[src/rtl/reset_sequencer.sv]
// Ordered reset release for the MITM datapath: all stages assert together, then release
// bit 0 first, STAGE_DELAY cycles apart. Optional macro RESET_SEQ_SOFT_RST_EN lets soft_rst_req act as rst_sig.
//
// state      | meaning
// -----------+------------------------------------------------------------
// ST_POR     | after configuration, counting POR_CYCLES before first release
// ST_HOLD    | reset source active, all stages held in reset
// ST_RELEASE | releasing stages one at a time, STAGE_DELAY cycles apart
// ST_DONE    | all stages released, seq_done high
module reset_sequencer #(
  parameter int NUM_STAGES  = 3,
  parameter int STAGE_DELAY = 16,
  parameter int POR_CYCLES  = 32
) (
  input  logic                  sys_clk,
  input  logic                  rst_sig,
  input  logic                  soft_rst_req,
  output logic [NUM_STAGES-1:0] stage_rst_out,
  output logic                  seq_done
);

  localparam int MAX_CNT = (STAGE_DELAY > POR_CYCLES) ? STAGE_DELAY : POR_CYCLES;
  localparam int CNT_W   = $clog2(MAX_CNT + 1);
  localparam int IDX_W   = $clog2(NUM_STAGES + 1);

  localparam logic [CNT_W-1:0] POR_LAST = CNT_W'(POR_CYCLES - 1);
  localparam logic [CNT_W-1:0] DLY_LAST = CNT_W'(STAGE_DELAY - 1);
  localparam logic [IDX_W-1:0] IDX_LAST = IDX_W'(NUM_STAGES - 1);

  typedef enum logic [1:0] {
    ST_POR     = 2'd0,
    ST_HOLD    = 2'd1,
    ST_RELEASE = 2'd2,
    ST_DONE    = 2'd3
  } state_t;

  // Power-up values come from device configuration; there is no reset before rst_sig.
  state_t                  state_q     = ST_POR;
  logic [CNT_W-1:0]        cnt_q       = '0;
  logic [IDX_W-1:0]        idx_q       = '0;
  logic [NUM_STAGES-1:0]   stage_rst_q = '1;
  logic                    seq_done_q  = 1'b0;

  state_t                  state_d;
  logic [CNT_W-1:0]        cnt_d;
  logic [IDX_W-1:0]        idx_d;
  logic [NUM_STAGES-1:0]   stage_rst_d;
  logic                    seq_done_d;
  logic                    rst_eff;

`ifdef RESET_SEQ_SOFT_RST_EN
  assign rst_eff = rst_sig | soft_rst_req;
`else
  logic unused_soft_rst;
  assign unused_soft_rst = soft_rst_req;
  assign rst_eff         = rst_sig;
`endif

  always_comb begin
    state_d     = state_q;
    cnt_d       = cnt_q;
    idx_d       = idx_q;
    stage_rst_d = stage_rst_q;
    seq_done_d  = seq_done_q;
    case (state_q)
      ST_POR: begin
        if (cnt_q == POR_LAST) begin
          state_d = ST_RELEASE;
          cnt_d   = '0;
          idx_d   = '0;
        end else begin
          cnt_d = cnt_q + 1'b1;
        end
      end
      ST_HOLD: begin
        state_d = ST_RELEASE;
        cnt_d   = '0;
        idx_d   = '0;
      end
      ST_RELEASE: begin
        if (cnt_q == DLY_LAST) begin
          // Shifting in a zero clears bit idx_q, which keeps release strictly in order.
          stage_rst_d = stage_rst_q << 1;
          idx_d       = idx_q + 1'b1;
          cnt_d       = '0;
          if (idx_q == IDX_LAST) begin
            seq_done_d = 1'b1;
            state_d    = ST_DONE;
          end
        end else begin
          cnt_d = cnt_q + 1'b1;
        end
      end
      ST_DONE: begin
      end
      default: state_d = ST_HOLD;
    endcase
  end

  always_ff @(posedge sys_clk) begin
    if (rst_eff) begin
      state_q     <= ST_HOLD;
      cnt_q       <= '0;
      idx_q       <= '0;
      stage_rst_q <= '1;
      seq_done_q  <= 1'b0;
    end else begin
      state_q     <= state_d;
      cnt_q       <= cnt_d;
      idx_q       <= idx_d;
      stage_rst_q <= stage_rst_d;
      seq_done_q  <= seq_done_d;
    end
  end

  assign stage_rst_out = stage_rst_q;
  assign seq_done      = seq_done_q;

endmodule
[config.mk]
export PLATFORM = sky130hd
export DESIGN_NAME = reset_sequencer
export DESIGN_NICKNAME = d
export VERILOG_FILES = /design/src/rtl/reset_sequencer.sv
export SDC_FILE = /design/constraint.sdc
export NUM_CORES = 1
export LEC_CHECK = 0
export BUFFER_PORTS_ARGS = -buffer_cell sky130_fd_sc_hd__buf_2
export CORE_UTILIZATION = 46
export CTS_CLUSTER_DIAMETER = 150
export CTS_CLUSTER_SIZE = 28
export DETAILED_ROUTE_END_ITERATION = 8
export HOLD_SLACK_MARGIN = 0.02
export PLACE_DENSITY = 0.68
export SLEW_MARGIN = 0
export SYNTH_ARGS = -nofsm -noshare
export SYNTH_HDL_FRONTEND = slang
export SYNTH_SLANG_ARGS = --single-unit
[constraint.sdc]
create_clock -name sys_clk -period 2.2 [get_ports sys_clk]
set_clock_uncertainty 0.15 [all_clocks]
set_input_delay 0.44 -clock sys_clk [delete_from_list [all_inputs] [get_ports sys_clk]]
set_output_delay 0.44 -clock sys_clk [all_outputs]
set_load 0.01 [all_outputs]
# [Yosys cells after proc, flatten, opt, wreduce, memory -nomap -nowiden]
# Cells that the tools add are included.
[op_classes] n_addsub=2 eq_ne=8 mux=10 reduce_logical=6
[ops] op="$pmux 6 s3" n=1
[ops] op="$mux 6" n=2
[ops] op="$pmux 2 s3" n=2
[ops] op="$mux 2" n=5
[ops] op="$add 6x1->6 const B" n=1
[ops] op="$eq 6x4->1 const B" n=1
[ops] op="$eq 6x5->1 const B" n=1
[ops] op="$ne 2x2->1 const B" n=3
[ops] op="$reduce_and 3->1" n=2
[ops] op="$eq 2x2->1 const B" n=2
[ops] op="$reduce_and 4->1" n=1
[ops] op="$reduce_bool 3->1" n=1
[ops] op="$add 2x1->2 const B" n=1
[ops] op="$eq 2x1->1 const B" n=1
[ops] op="$logic_not 2->1" n=1
[ops] op="$reduce_and 2->1" n=1
[totals] regBits=14 input_bits=3 out_inout_bits=4 elab_cells=31

# [Longest topological paths before layout]
# Gate-level depths: netlist of run 1.
[logic_depth] word_depth=4 mapped_depth=7 mapped_depth_nobuf=6

# [Least setup slack after synthesis of run 1]
# Ideal clock, no wire load.
[synth_path] path_type="register -> register" startpoint="reg state_q[1]" endpoint="reg cnt_q[2]" setup_time_ns=0.070 t_arrival_ns=1.395 required_time_ns=1.980 path_slack_ns=0.586 path_stages_with_launch=6 path_buffers=0 synth_period_minus_slack_ns=1.614 cell_sequence="dfxtp_1 -> inv_1 -> ha_1 -> nor2b_4 -> or4b_1 -> a21oi_1"
[synth_between] elab_chain_cells=2 word_cells_on_any_way=5 cone_classes="eq/ne: 2; mux: 1; reduce/logical: 2"
[synth_rtl] element="from (decl)" line="38" text="state_t state_q = ST_POR;"
[synth_rtl] element="from (signal assigned)" line="108" text="state_q <= state_d;"
[synth_rtl] element="$eq 2x2->1, or another cell as far along" line="65" text="case (state_q)"
[synth_rtl] element="$pmux 6 s3 or $reduce_bool 3->1 (tied branches)"
[synth_rtl] element="to (signal assigned)" line="109" text="cnt_q <= cnt_d;"
[synth_rtl] element="to (decl)" line="39" text="logic [CNT_W-1:0] cnt_q = '0;"
# Parallel ways exist; a longest one is shown, timed or not.
# A chain may end at the register's enable or synchronous reset.

# [Final worst setup path of run 1]
[layout_path] startpoint="reg state_q[0]" endpoint="reg idx_q[0]"
[layout_between] elab_chain_cells=3 word_cells_on_any_way=8 cone_classes="eq/ne: 4; mux: 1; reduce/logical: 3"
[layout_rtl] element="$eq 2x2->1, or another cell as far along" line="65"
[layout_rtl] element="$ne 2x2->1 (no line) or $reduce_bool 3->1 (tied branches)"
[layout_rtl] element="$reduce_and 3->1 (no line)"
[layout_rtl] element="to (signal assigned)" line="110" text="idx_q <= idx_d;"
[layout_rtl] element="to (decl)" line="40" text="logic [IDX_W-1:0] idx_q = '0;"
# Parallel ways exist; a longest one is shown, timed or not.

==> out/qor.yml, run 1 <==
placed_design:
  gp_congestion: 0.816
  io_buffers: 5
  dpl-instance-area_um2: 758
  place_hpwl_um: 922
  pre_cts_ws_ns: 0.480
  dp.cells: 99
detailed_routing:
  viasPerCell: 5.58
  drtIter0Drc: 11
  wl_um: 1310
  drt-pass1-iter-count: 4
  route.detailed.drc: 0
  wl_per_cell_um: 12.7
  vias: 575
  ant_nets: 0
logic_synthesis:
  synth_top_family_by_area: "simple AND/OR/NAND/NOR gates"
  synth-main-ff-cell: "dfxtp_1"
  yosysSeqAreaShare_pct: 37.9
  synth_seq_cells: 14
  synthSimpleGateAreaFrac_pct: 22.5
  synth_fa_ha_area_share_pct: 8.46
  synthMuxAreaShare_pct: 4.06
  synth_top_area_share_pct: 37.9
  syn-num-nets: 90
  synth.distinct_cells: 32
  synth-compound-area-share_pct: 16.2
  yosysTopAreaCell: "dfxtp_1"
  yosys_warnings: 0
  synthCells: 82
  synth-xor-area-share_pct: 4.74
  synth_edf_count: 0
  synthTopCellsByArea: "dfxtp_1, ha_1, a21oi_1"
  synthArstFlopShare_pct: 0
  synth_area_um2: 739
  synth_area_per_cell_um2: 9.02
pwr:
  p_per_area_nw_per_um2: 1050
  ir_drop_v: 0.000575
  finalPower_uw: 835
  leakagePower_nw: 0.336
cts:
  clkLatencyLatePin_ns: 0.28
  clkSinkCount: 14
  cts_tree: "built"
  clock_path_buffers: 2
  ctsHoldBuffers: 0
  cts_root_buffer: "clkbuf_4"
  cts_resized: 0
  postCtsSetupBuffers: 0
  clk_transition_reported_paths_ns: 0.08
  ctsHtreeMaxLevel: 1
  numCtsBuffers: 3
critical_path:
  setup.worst_path.start: "state_q[0]"
  endpoint: "idx_q[0]"
  path_class: "flop to flop"
  worst-r2r-cell-count: 6
  cp_cell_sequence: "inv_1, ha_1, and2b_2, o21ai_2, o2111ai_1, o221ai_1"
  cp-start-kind: "flop"
  arrival_ns: 1.78
  critPathSlowestCell: "ha_1"
  crit_buf_inv: 1
  critPathTopFamily: "compound AO/OA/AOI/OAI gates"
  timing.rr.start: "state_q[0]"
  end_kind: "flop"
  r2r_slack_ns: 0.48
  cp_data_required_time_ns: 2.26
  cp_num_cells: 6
  crit_fanout: 10
  crit_path_max_incr_delay_ns: 0.38
  r2r-end: "idx_q[0]"
job:
  cap_viol_max_count: 0
worst_hold_path:
  min_path_type: "input pin to flop"
grt:
  grt_pass1_vias: 503
  antenna_found_initial: 0
  track_usage_pct: 16.8
  grt_pass1_wl_um: 2190
  grt_remaining_overflow: 0
  grt_max_degree: 16
floorplanning:
  dieArea_um2: 1770
  rows: 14
  die_height_um: 42.1
  ios: 7
  core_area_um2: 1510
  die_w_um: 42.1
  start_util_pct: 49.1
sta:
  hold_viol_final: 0
  maxSlewHeadroom_pct: 65.1
  finalSetupTns_ns: 0
  rsz0062_at_grt: "no"
  finalCritPeriodShare_pct: 78.4
  finalMaxSlewViolations: 0
  min_period_ns: 1.72
  worst_slack_ns: 0.475
  max_freq_mhz: 580
  finalSetupViolCount: 0
  tightest_slew_ns: 0.523
finish:
  nets: 96
  final_cells: 103
  fin_area_um2: 795
  area_growth_syn_to_layout_pct: 7.45
  antenna_cells: 0
  layout-drive-gt1-share_pct: 14.9
outcome:
  status: "complete, no violations"
[metrics by stage]
stage,utilization (%),hold WS [ns]
after floorplan,-,0.300
after CTS,52.7,0.270
after global placement,50.3,0.295
after global routing,52.7,0.288
after detailed placement,50.3,0.299
final,52.7,0.293
[cells by family (layout without fill, tap and decap cells)]
| logic type | after synthesis | in the layout |
|---|---|---|
| and+or+nand+nor | 29 | 29 |
| AOI/OAI and AO/OA | 18 | 18 |
| DFF | 14 | 14 |
| buffers and inverters | 9 | 14 |
| adders and majority gates | 5 | 5 |
| xor gates and xnor gates | 4 | 4 |
| muxes | 3 | 3 |
[synthesized netlist by cell type, types with 2 or more instances]
library cell / count
dfxtp_1: 14
nor2_1: 9
a21oi_1: 7
nand2_1: 6
ha_1: 5
inv_1: 5
mux2i_1: 3
nand3_1: 3
and4b_1: 2
buf_2: 2
o211ai_1: 2
or4b_1: 2
xnor2_1: 2
xor2_1: 2
[state kept, by name (all words and copies together) (netlist names)]
register	count
cnt_q	6
idx_q	2
seq_done	1
stage_rst_out	3
state_q	2
[area by class of cell]
cell class / instances / area (um^2)
fill: 144 / 712
tap: 16 / 20.0
inverter: 5 / 18.8
clock buffer: 4 / 36.3
sequential: 14 / 280
multi-input combinational: 59 / 414
timing repair buffer: 5 / 25.0
[worst min-delay path by stage]
stage	startpoint	end	slack, ns	cells after the start
floorplan	idx_q[1]	idx_q[1]	0.30	2
global placement	stage_rst_out[0]	stage_rst_out[0]	0.30	2
detailed placement	stage_rst_out[0]	stage_rst_out[0]	0.30	2
CTS	rst_sig	cnt_q[2]	0.27	2
global route	rst_sig	seq_done	0.29	2
finish	rst_sig	cnt_q[2]	0.29	2
[metal layers]
| metal | vias up | part of all wire, % | GRT usage (%) | wire length [um] |
|---|---|---|---|---|
| met5 | - | 0 | 0 | 0 |
| met3 | 5 | 2.4 | 5.17 | 32 |
| met2 | 5 | 42 | 23.1 | 545 |
| met1 | 267 | 53 | 23.3 | 695 |
| met4 | 0 | 2.7 | 9.38 | 35 |
| li1 | 298 | - | - | - |
[cell usage in the layout, fill, tap and decap left out, drive strengths merged, types with 2 or more instances in the layout]
master  Yosys  layout
nand2       6       6
o211ai      2       2
xor2        2       2
mux2i       3       3
or4b        2       2
and4b       2       2
inv         5       5
ha          5       5
o21ai       3       3
nand3       3       3
xnor2       2       2
clkbuf      1       4
dfxtp      14      14
a21oi       7       7
buf         3       5
nor2        9       9
[where the power goes]
group / internal, mW / total, mW / leakage, nW / switching, mW
logic: 0.154 / 0.346 / 0.201 / 0.192
registers: 0.286 / 0.308 / 0.114 / 0.0219
clock network: 0.101 / 0.181 / 0.0210 / 0.0798
Power figures use the tool's default switching activity.
==> inputs of run 2 (changes only) <==
- ABC_AREA: unset -> 1
- clock period: 2.2 -> 1.7 ns (I/O delays scaled with it)
==> out/qor.yml, run 2 <==
detailed_routing:
  drtIter0Drc: 20  # was 11
  vias: 597  # was 575
  drt-pass1-iter-count: 3  # was 4
  ant_nets: 0  # unchanged
  route.detailed.drc: 0  # unchanged
  wl_per_cell_um: 10.5  # was 12.7 um
  viasPerCell: 4.93  # was 5.58
  wl_um: 1280  # was 1310 um
floorplanning:
  ios: 7  # unchanged
  start_util_pct: 49.7  # was 49.1%
  die_w_um: 42.6  # was 42.1 um
  rows: 14  # unchanged
  dieArea_um2: 1810  # was 1770 um^2
  die_height_um: 42.6  # was 42.1 um
  core_area_um2: 1520  # was 1510 um^2
pwr:
  p_per_area_nw_per_um2: 1450  # was 1050 nW/um^2
  ir_drop_v: 0.000789  # was 0.000575 V
  finalPower_mw: 1.21  # was 835 uW
  leakagePower_nw: 0.383  # was 0.336 nW
cts:
  clkSinkCount: 14  # unchanged
  ctsHtreeMaxLevel: 1  # unchanged
  cts_resized: 0  # unchanged
  clkLatencyLatePin_ns: 0.28  # about the same
  numCtsBuffers: 3  # unchanged
  clk_transition_reported_paths_ns: 0.09  # was 0.08 ns
  postCtsSetupBuffers: 0  # unchanged
  cts_root_buffer: "clkbuf_4"  # unchanged
  ctsHoldBuffers: 0  # unchanged
  clock_path_buffers: 2  # unchanged
  cts_tree: "built"  # unchanged
logic_synthesis:
  synth_edf_count: 0  # unchanged
  synth_fa_ha_area_share_pct: 8.26  # was 8.46%
  syn-num-nets: 104  # was 90
  synth.distinct_cells: 22  # was 32
  yosys.cell_count.top_type: "nand2_1"  # was dfxtp_1
  yosysTopAreaCell: "dfxtp_1"  # unchanged
  synthMuxAreaShare_pct: 1.32  # was 4.06%
  yosys_warnings: 0  # unchanged
  synthArstFlopShare_pct: 0  # unchanged
  synth-compound-area-share_pct: 7.77  # was 16.2%
  synth_top_area_share_pct: 37.0  # was 37.9%
  synth-main-ff-cell: "dfxtp_1"  # unchanged
  synth-xor-area-share_pct: 3.47  # was 4.74%
  synth_area_um2: 757  # was 739 um^2
  netlist_top_cells_count: "nand2_1, dfxtp_1, inv_1"  # was dfxtp_1, nor2_1, a21oi_1
  synthTopCellsByArea: "dfxtp_1, nand2_1, ha_1"  # was dfxtp_1, ha_1, a21oi_1
  synth_top_family_by_area: "simple AND/OR/NAND/NOR gates"  # unchanged
  synthCells: 96  # was 82
  synth_seq_cells: 14  # unchanged
  synth_area_per_cell_um2: 7.89  # was 9.02 um^2
  synthSimpleGateAreaFrac_pct: 32.6  # was 22.5%
  yosysSeqAreaShare_pct: 37.0  # was 37.9%
finish:
  fin_util_pct: 54.8  # was 52.7%
  final_common_cell: "nand2_1"  # was dfxtp_1
  regArea_um2: 280  # unchanged
  regMostFlops: "cnt_q"  # unchanged
  fillerInstances: 153  # was 144
  largest_reg_flops: 6  # unchanged
  layout-drive-gt1-share_pct: 20.0  # was 14.9%
  final_cells: 121  # was 103
  multiInputGateArea_um2: 404  # was 414 um^2
  nets: 114  # was 96
  final_cell_mix: "nand2_1, inv_1, dfxtp_1, nor2_1"  # was dfxtp_1, nor2_1, a21oi_1, nand2_1
  area_growth_syn_to_layout_pct: 10.2  # was 7.45%
  antenna_cells: 0  # unchanged
  fin_area_um2: 835  # was 795 um^2
sta:
  rsz0062_at_grt: "no"  # unchanged
  min_period_ns: 1.55  # was 1.72 ns
  finalSetupTns_ns: 0  # unchanged
  finalSetupViolCount: 0  # unchanged
  maxSlewHeadroom_pct: 73.6  # was 65.1%
  timing.hold.ws_ns: 0.117  # was 0.293 ns
  tightest_slew_ns: 0.395  # was 0.523 ns
  max_freq_mhz: 645  # was 580 MHz
  finalCritPeriodShare_pct: 91.2  # was 78.4%
  worst_slack_ns: 0.149  # was 0.475 ns
  hold_viol_final: 0  # unchanged
  finalMaxSlewViolations: 0  # unchanged
critical_path:
  cp_cell_sequence: "ha_1, nand2_2, nor2_4, nand2_4, nand2_4, nand2_2, nand2_1, nand2_1, nand2_2, nor2_1"  # was inv_1, ha_1, and2b_2, o21ai_2, o2111ai_1, o221ai_1
  crit_top_cell: "nand2_2"
  cp_data_required_time_ns: 1.73  # was 2.26 ns
  r2r-end: "cnt_q[1]"  # was idx_q[0]
  critPathTopFamily: "simple AND/OR/NAND/NOR gates"  # was compound AO/OA/AOI/OAI gates
  timing.rr.start: "cnt_q[0]"  # was state_q[0]
  crit_buf_inv: 0  # was 1
  r2r_slack_ns: 0.15  # was 0.48 ns
  cp-start-kind: "flop"  # unchanged
  worst-r2r-cell-count: 10  # was 6
  arrival_ns: 1.58  # was 1.78 ns
  end_kind: "flop"  # unchanged
  path_class: "flop to flop"  # unchanged
  crit_path_max_incr_delay_ns: 0.37  # was 0.38 ns
  crit_fanout: 6  # was 10
  critPathSlowestCell: "dfxtp_1"  # was ha_1
outcome:
  status: "complete, no violations"  # unchanged
worst_hold_path:
  holdPathStages: 2  # unchanged
  min_to: "state_q[1]"  # was cnt_q[2]
  min_path_type: "input pin to flop"  # unchanged
  hp-start: "rst_sig"  # unchanged
placed_design:
  dp.cells: 117  # was 99
  io_buffers: 5  # unchanged
  place_hpwl_um: 932  # was 922 um
  pre_cts_ws_ns: 0.172  # was 0.480 ns
  gp_congestion: 0.793  # was 0.816
  dpl-instance-area_um2: 798  # was 758 um^2
grt:
  track_usage_pct: 16.0  # was 16.8%
  grt_pass1_vias: 524  # was 503
  grt_max_degree: 9  # was 16
  grt_remaining_overflow: 0  # unchanged
  antenna_found_initial: 0  # unchanged
  grt_pass1_wl_um: 2160  # was 2190 um
job:
  cap_viol_max_count: 0  # unchanged
run 2: worst register-to-register path: stages (launching register included):
cell,delay (ns)
dfxtp_1,0.37
ha_1,0.23
nand2_2,0.09
nor2_4,0.13
nand2_4,0.08
nand2_4,0.10
nand2_2,0.06
nand2_1,0.05
nand2_1,0.05
nand2_2,0.09
nor2_1,0.05
run 2: worst max-delay path by stage:
stage	from	to	slack, ns	depth (start not counted)
floorplan	cnt_q[0]	cnt_q[1]	0.29	10
global placement	cnt_q[0]	cnt_q[1]	0.18	10
detailed placement	cnt_q[0]	cnt_q[1]	0.17	10
CTS	cnt_q[0]	cnt_q[1]	0.16	10
global route	cnt_q[0]	cnt_q[0]	0.06	10
finish	cnt_q[0]	cnt_q[1]	0.15	10
run 2: layer usage:
metal,track usage (%),vias to the layer above,part of all wire (%)
met5,0,-,0
met2,23.4,6,42
met1,21.2,265,53
li1,-,324,-
met4,5.63,0,1.0
met3,6.47,2,3.7
run 2: cell type report:
class	instances	share of cell area (%)
well taps	16	2.40
flip-flops and latches	14	33.6
repair buffers	6	3.90
multi-input cells	66	48.4
clock buffers	4	4.35
inverters	15	7.35
run 2: report_power, final:
part           leakage, nW  internal (mW)  switching, mW
combinational        0.248          0.214          0.333
sequential           0.114          0.383         0.0376
clock               0.0210          0.130          0.109
total                0.383          0.727          0.480
run 2: logic make-up after synthesis:
kind of cell    count (synthesis)
mux                             1
simple gates                   48
fa+ha+maj                       5
flops                          14
buf+inv                        16
compound gates                  9
xor+xnor                        3
